File: src/rtl/truncator_16in_12out.sv
// Narrows a 16-bit input word to 12-bit output beats. A word with a nonzero upper
// nibble is either split into a low beat and a high beat or clamped to 12'hFFF.
module truncator_16in_12out #(
    parameter bit SATURATE = 1'b0
) (
    input  logic        clk,
    input  logic        reset_n,
    input  logic [15:0] bit16_in,
    input  logic        in_valid,
    output logic        in_ready,
    output logic [11:0] bit12_out,
    output logic        out_valid,
    input  logic        out_ready,
    output logic        out_last,
    output logic        overflow,
    output logic [7:0]  ovf_count
);

    typedef enum logic [1:0] {
        IDLE = 2'd0,
        LO   = 2'd1,
        HI   = 2'd2
    } state_t;

    state_t      state_q, state_d;
    logic [3:0]  nibble_q, nibble_d;
    logic [11:0] data_q, data_d;
    logic        valid_q, valid_d;
    logic        last_q, last_d;
    logic        ovf_q, ovf_d;
    logic [7:0]  cnt_q, cnt_d;
    logic        upper_nz;

    assign upper_nz = |bit16_in[15:12];

    always_comb begin
        state_d  = state_q;
        nibble_d = nibble_q;
        data_d   = data_q;
        valid_d  = valid_q;
        last_d   = last_q;
        ovf_d    = ovf_q;
        cnt_d    = cnt_q;
        in_ready = (state_q == IDLE);

        unique case (state_q)
            IDLE: begin
                if (in_valid) begin
                    // Only the upper nibble is needed after capture; the low beat is
                    // loaded straight into the output register.
                    nibble_d = bit16_in[15:12];
                    state_d  = LO;
                    valid_d  = 1'b1;
                    if (!upper_nz) begin
                        data_d = bit16_in[11:0];
                        last_d = 1'b1;
                        ovf_d  = 1'b0;
                    end else if (SATURATE) begin
                        data_d = 12'hFFF;
                        last_d = 1'b1;
                        ovf_d  = 1'b1;
                    end else begin
                        data_d = bit16_in[11:0];
                        last_d = 1'b0;
                        ovf_d  = 1'b1;
                    end
                    if (upper_nz && cnt_q != 8'hFF) begin
                        cnt_d = cnt_q + 8'd1;
                    end
                end
            end
            LO: begin
                if (out_ready) begin
                    if (last_q) begin
                        state_d = IDLE;
                        valid_d = 1'b0;
                    end else begin
                        state_d = HI;
                        data_d  = {8'b0, nibble_q};
                        last_d  = 1'b1;
                        ovf_d   = 1'b1;
                    end
                end
            end
            HI: begin
                if (out_ready) begin
                    state_d = IDLE;
                    valid_d = 1'b0;
                end
            end
            default: begin
                state_d = IDLE;
                valid_d = 1'b0;
            end
        endcase
    end

    always_ff @(posedge clk or negedge reset_n) begin
        if (!reset_n) begin
            state_q  <= IDLE;
            nibble_q <= 4'h0;
            data_q   <= 12'h000;
            valid_q  <= 1'b0;
            last_q   <= 1'b0;
            ovf_q    <= 1'b0;
            cnt_q    <= 8'h00;
        end else begin
            state_q  <= state_d;
            nibble_q <= nibble_d;
            data_q   <= data_d;
            valid_q  <= valid_d;
            last_q   <= last_d;
            ovf_q    <= ovf_d;
            cnt_q    <= cnt_d;
        end
    end

    assign bit12_out = data_q;
    assign out_valid = valid_q;
    assign out_last  = last_q;
    assign overflow  = ovf_q;
    assign ovf_count = cnt_q;

endmodule

File: config.mk
export PLATFORM = sky130hd
export DESIGN_NAME = truncator_16in_12out
export DESIGN_NICKNAME = d
export VERILOG_FILES = /design/src/rtl/truncator_16in_12out.sv
export SDC_FILE = /design/constraint.sdc
export NUM_CORES = 1
export LEC_CHECK = 0
export BUFFER_PORTS_ARGS = -buffer_cell sky130_fd_sc_hd__buf_2
export CORE_UTILIZATION = 44
export CTS_CLUSTER_SIZE = 40
export DETAILED_ROUTE_END_ITERATION = 7
export PLACE_DENSITY = 0.72
export SETUP_SLACK_MARGIN = 0.4
export SYNTH_ARGS = -nofsm -noshare
export SYNTH_HDL_FRONTEND = slang
export SYNTH_SLANG_ARGS = --single-unit
File: constraint.sdc
create_clock -name clk -period 1.8 [get_ports clk]
set_clock_uncertainty 0.15 [all_clocks]
set_input_delay 0.27 -clock clk [delete_from_list [all_inputs] [get_ports clk]]
set_output_delay 0.27 -clock clk [all_outputs]
set_load 0.02 [all_outputs]
# Word level (Yosys, flattened, before mapping)
# Cells that the tools add are included.
[totals]
regBits = 29
input_bits = 20
word_cells = 49
[classes]
add_sub_neg = 1
n_eq_ne = 8
mux = 23
reduce_logical = 10
[op_table]
columns = ["cell", "count"]
rows = [
  ["two-way mux 12 bit", 3],
  ["one-hot mux 12 bit (2 select lines)", 1],
  ["two-way mux 1 bit", 11],
  ["!= test 2 bit (second input constant)", 5],
  ["AND reduction 3 bit", 3],
  ["adder 8 x 1 -> 8 bit (second input constant)", 1],
  ["two-way mux 2 bit", 4],
  ["!= test 8 bit (second input constant)", 1],
  ["AND reduction 4 bit", 2],
  ["one-hot mux 2 bit (3 select lines)", 1],
  ["one-hot mux 1 bit (2 select lines)", 2],
  ["OR reduction 4 bit", 1],
  ["one-hot mux 1 bit (3 select lines)", 1],
  ["== test 2 x 1 -> 1 bit (second input constant)", 1],
  ["== test 2 bit (second input constant)", 1],
  ["zero test 2 bit", 1],
  ["AND reduction 2 bit", 1],
  ["nonzero test 2 bit", 1],
  ["logical AND 1 bit", 1],
]

# Depth between registers and ports, before layout
[logic_depth]
word_depth = 4
mapped_depth = 7
depth_no_buf = 5

# Worst setup path after synthesis
# OpenSTA, ideal clock, no wires.
[synth_path]
path_kind = "register -> register"
from = "register state_q[0]"
to = "register cnt_q[6], in the netlist ovf_count[6]"
setup_time_ns = 0.132
arrival_ns = 1.471
setup_slack_ns = 0.047
path_stages_with_launch = 6
path_cell_list = "dfrtp_1 > buf_6 > nor3b_4 > or4b_1 > nor2_1 > mux2i_1"
[synth_between]
elab_chain_len = 2
[synth_rtl]
columns = ["element", "line", "text"]
rows = [
  ["start: declaration", "25", "state_t state_q, state_d;"],
  ["start signal: assignment", "108", "state_q <= state_d;"],
  ["zero test 2 bit", "46", "unique case (state_q)"],
  ["AND reduction 3 bit (no source line)", "n/a", ""],
  ["end signal: assignment", "114", "cnt_q <= cnt_d;"],
  ["end: declaration", "31", "logic [7:0] cnt_q, cnt_d;"],
]
# No other way between the ends.
# A chain may end at the register's enable or synchronous reset.

# Final worst setup path
# Same ends and word-level chain as after synthesis.

==> summary.txt <==
SETUP PATH
--------------------------------------------------------------------------------------------
Path depth of the worst reg2reg path                                                       4
CP cell instances                                                               nor3b_4, or4b_4, nor2_1, mux2i_1
CP arrival                                                                           1.72 ns
Capture instance of the worst register-to-register path                         ovf_count[6]$_DFFE_PN0P_
Worst R2R Setup Slack                                                                0.14 ns
Setup Crit Path Kind                                                            flip-flop to flip-flop
Largest fanout of any net on the critical path                                             4
Element type at the critical path end                                              flip-flop
Worst R2R Start                                                                 state_q[0]$_DFFE_PN0P_
Slowest stage delay, CP                                                              0.51 ns
Worst endpoint required time                                                         1.86 ns
Element type at the critical path start                                            flip-flop
Cell at the slowest stage of the critical path                                  sky130_fd_sc_hd__or4b_4

STA
--------------------------------------------------------------------------------------------
Fmax achieved                                                                      0.603 GHz
Final count of negative-setup-slack endpoints                                              0
Total Negative Setup Slacks                                                             0 ns
Hold Vio Cnt, Final                                                                        0
Min Tclk post-route                                                                  1.66 ns
Portion of the clock cycle consumed by the worst path in the final layout              92.1%
Unrepaired setup endpoints after global routing                                          yes
Max transition margin                                                                  58.4%
Max-slew violation count                                                                   0
Measured slew at the worst slew-check pin                                           0.624 ns
Hold Slack                                                                         0.0148 ns
Final worst slack                                                                   0.142 ns

FLOORPLAN
--------------------------------------------------------------------------------------------
Die footprint                                                                       3140 um2
Die boundary width                                                                   56.0 um
Starting utilization of the core area                                                  46.6%
Chip Height                                                                          56.0 um
Core area                                                                           2760 um2
Ports placed on the boundary                                                              44
Row Count                                                                                 19

CELLS AND AREA
--------------------------------------------------------------------------------------------
# nets final                                                                             194
Storage cell area                                                                    732 um2
Layout overhead on the synthesized area                                                47.0%
Area of the multi-input gates                                                        621 um2
Ant. Diodes                                                                                0
Fraction of layout instances using a drive strength above 1                            52.9%
Final non-filler cell total                                                              205
Fillers                                                                                  213
Share of the core filled with cells in the final layout                                68.4%

RUN
--------------------------------------------------------------------------------------------
Max-cap viol count                                                                         0

LOGIC SYNTHESIS
--------------------------------------------------------------------------------------------
Main combinational cell family by area after synthesis                          simple AND/OR/NAND/NOR gates
Top FF cell, synth                                                              sky130_fd_sc_hd__dfrtp_1
Synthesized netlist net count                                                            128
Post-Synth Adder-Cell Area                                                            0.975%
Basic-gate share of the synthesized area counting and, or, nand and nor cells          14.2%
Synthesized-area fraction occupied by ao, oa, aoi and oai cells                        12.9%
Share of synthesized flip-flops with an asynchronous set or reset                       100%
Register area share after synthesis                                                    56.5%
Warnings, synthesis                                                                        0
Post-synthesis cell count                                                                107
EDFF count, synth                                                                          0
Number of storage elements in the synthesis netlist                                       29
Netlist cell types                                                                        32
Syn_area_per_cell                                                                   12.0 um2
Multiplexer area fraction after synthesis                                              8.28%
Xor and xnor area share after synthesis                                                4.09%
Synth Cell Area                                                                     1280 um2

PLACED DESIGN
--------------------------------------------------------------------------------------------
DP Worst Slack                                                                     0.0941 ns
Post-placement cell count                                                                181
Buffers on Ports                                                                          43
Final RePlAce weighted congestion                                                      0.761
Placed wire-length estimate                                                          1890 um

POWER
--------------------------------------------------------------------------------------------
Peak supply drop                                                                     1.28 mV
Power per standard cell area                                                     1750 nW/um2
Leak pwr                                                                            0.969 nW

CLOCKING
--------------------------------------------------------------------------------------------
Root buffer cell                                                                sky130_fd_sc_hd__clkbuf_4
Clock sink count                                                                          29
Clock tree from TritonCTS                                                              built
CTS clock-pin slew for the worst setup and hold paths                                0.09 ns
H-tree levels                                                                              2
Largest buffer count on any clock path                                                     2
Clock latency reported for the late side of the worst-skew pair                      0.32 ns
CTS buffer count                                                                           5

DETAILED ROUTING
--------------------------------------------------------------------------------------------
DRC                                                                                        0
Initial drt markers                                                                       13
Number of detailed-route iterations in the first pass                                      4
Wire length per cell after detailed routing                                          13.7 um
Via total after detailed routing                                                        1065
Average via count per standard cell                                                     5.20
Antenna-violating nets left                                                                0
WL final                                                                             2800 um

GRT
--------------------------------------------------------------------------------------------
Aggregate global routing overflow                                                          0
Initial antenna violation count                                                            0
Largest net degree at the start of global routing                                         30
Wire length of the first global-routing pass                                         4570 um
Tot GR Track Use                                                                       19.1%
Number of global-route vias before repair                                                972

MIN PATH
--------------------------------------------------------------------------------------------
Hold Path Depth                                                                            2
Worst Hold Path EP                                                              bit12_out[7]$_DFFE_PN0P_
Min-delay src                                                                    bit16_in[7]
Class of the worst hold path                                                    input port to flip-flop

RUN STATUS
--------------------------------------------------------------------------------------------
Status                                                                             completed

## metrics by stage
stage	cell area [um2]	total power [W]
2_1_floorplan	1340	0.00212
3_3_place_gp	1580	0.00246
3_5_place_dp	1580	0.00251
4_1_cts	1770	0.00316
5_1_grt	1890	0.00352
6_report	1890	0.00330
## final cells by class
cell class,count,area share [%]
sequential,29,38.8
multi-input combinational,72,32.9
timing repair buffer,62,21.9
clock buffer,7,3.45
tap,31,2.06
inverter,3,0.597
clock inverter,1,0.265
## timing repair
action                                 in CTS  in global routing
hold buffers                                1                  2
endpoints found under the hold margin      29                  2
buffers inserted                            5                  6
resized for setup                          14                 16
setup endpoints to repair                  27                 35
pin swaps                                   5                  2
gates cloned                                2                  0
## cell families after synthesis
logic type	after synthesis
compound gates	22
flops	29
simple gates	31
fa+ha+maj	1
xor+xnor	6
buf+inv	8
mux	10
## report_power, final
| part | internal, W | total, W | switching, W |
|---|---|---|---|
| clock | 0.000226 | 0.000451 | 0.000225 |
| combinational | 0.000837 | 0.00169 | 0.000856 |
| sequential | 0.000943 | 0.00116 | 0.000216 |
| total | 0.00201 | 0.00330 | 0.00130 |
## registers in the layout (all words and copies together), names as in the netlist
signal	flops
bit12_out	12
out_valid	1
out_last	1
nibble_q	4
state_q	2
ovf_count	8
overflow	1
## cells in the final DEF, fill, tap and decap left out, types with 6 or more instances in the layout
master / netlist / final
sky130_fd_sc_hd__buf_4: 0 / 13
sky130_fd_sc_hd__nand2_1: 8 / 7
sky130_fd_sc_hd__a22o_1: 8 / 8
sky130_fd_sc_hd__buf_6: 1 / 9
sky130_fd_sc_hd__dfrtp_1: 29 / 24
sky130_fd_sc_hd__nor2_1: 7 / 6
sky130_fd_sc_hd__buf_2: 1 / 37
## cells in the mapped netlist, drive strengths merged, types with 2 or more instances
master | n | area (um2)
a21oi | 4 | 20.0
a22o | 8 | 70.1
buf | 2 | 16.3
clkbuf | 3 | 11.3
dfrtp | 29 | 726
inv | 3 | 11.3
mux2 | 5 | 56.3
mux2i | 5 | 50.1
nand2 | 8 | 30.0
nand2b | 3 | 18.8
nand3 | 3 | 15.0
nor2 | 7 | 26.3
nor4 | 2 | 18.8
o21ai | 5 | 25.0
xor2 | 5 | 43.8
## per-layer routing
layer / vias up / part of all wire [%] / global-route usage, %
li1: 517 / - / -
met1: 515 / 47 / 24.9
met2: 27 / 47 / 29.6
met3: 6 / 5.4 / 6.74
met4: 0 / 1.4 / 6.97
met5: - / 0 / 0
## how the worst max path moves through the flow
| stage | start | end | slack (ns) | depth (start not counted) |
|---|---|---|---|---|
| detailed placement | bit16_in[13] | ovf_count[1]$_DFFE_PN0P_ | 0.09 | 4 |
| floorplan | state_q[0]$_DFFE_PN0P_ | ovf_count[6]$_DFFE_PN0P_ | 0.05 | 5 |
| global placement | bit16_in[13] | ovf_count[1]$_DFFE_PN0P_ | 0.12 | 4 |
| finish | state_q[0]$_DFFE_PN0P_ | ovf_count[6]$_DFFE_PN0P_ | 0.14 | 4 |
| CTS | state_q[0]$_DFFE_PN0P_ | ovf_count[6]$_DFFE_PN0P_ | 0.16 | 4 |
| global route | state_q[0]$_DFFE_PN0P_ | ovf_count[6]$_DFFE_PN0P_ | 0.09 | 4 |
## critical path, delay by kind of cell, from the launching register on
family	cells	cell delay [ns]
AND/OR/NAND/NOR	3	0.91
flip-flops	1	0.42
multiplexers	1	0.07
(Power assumes the default switching activity.)
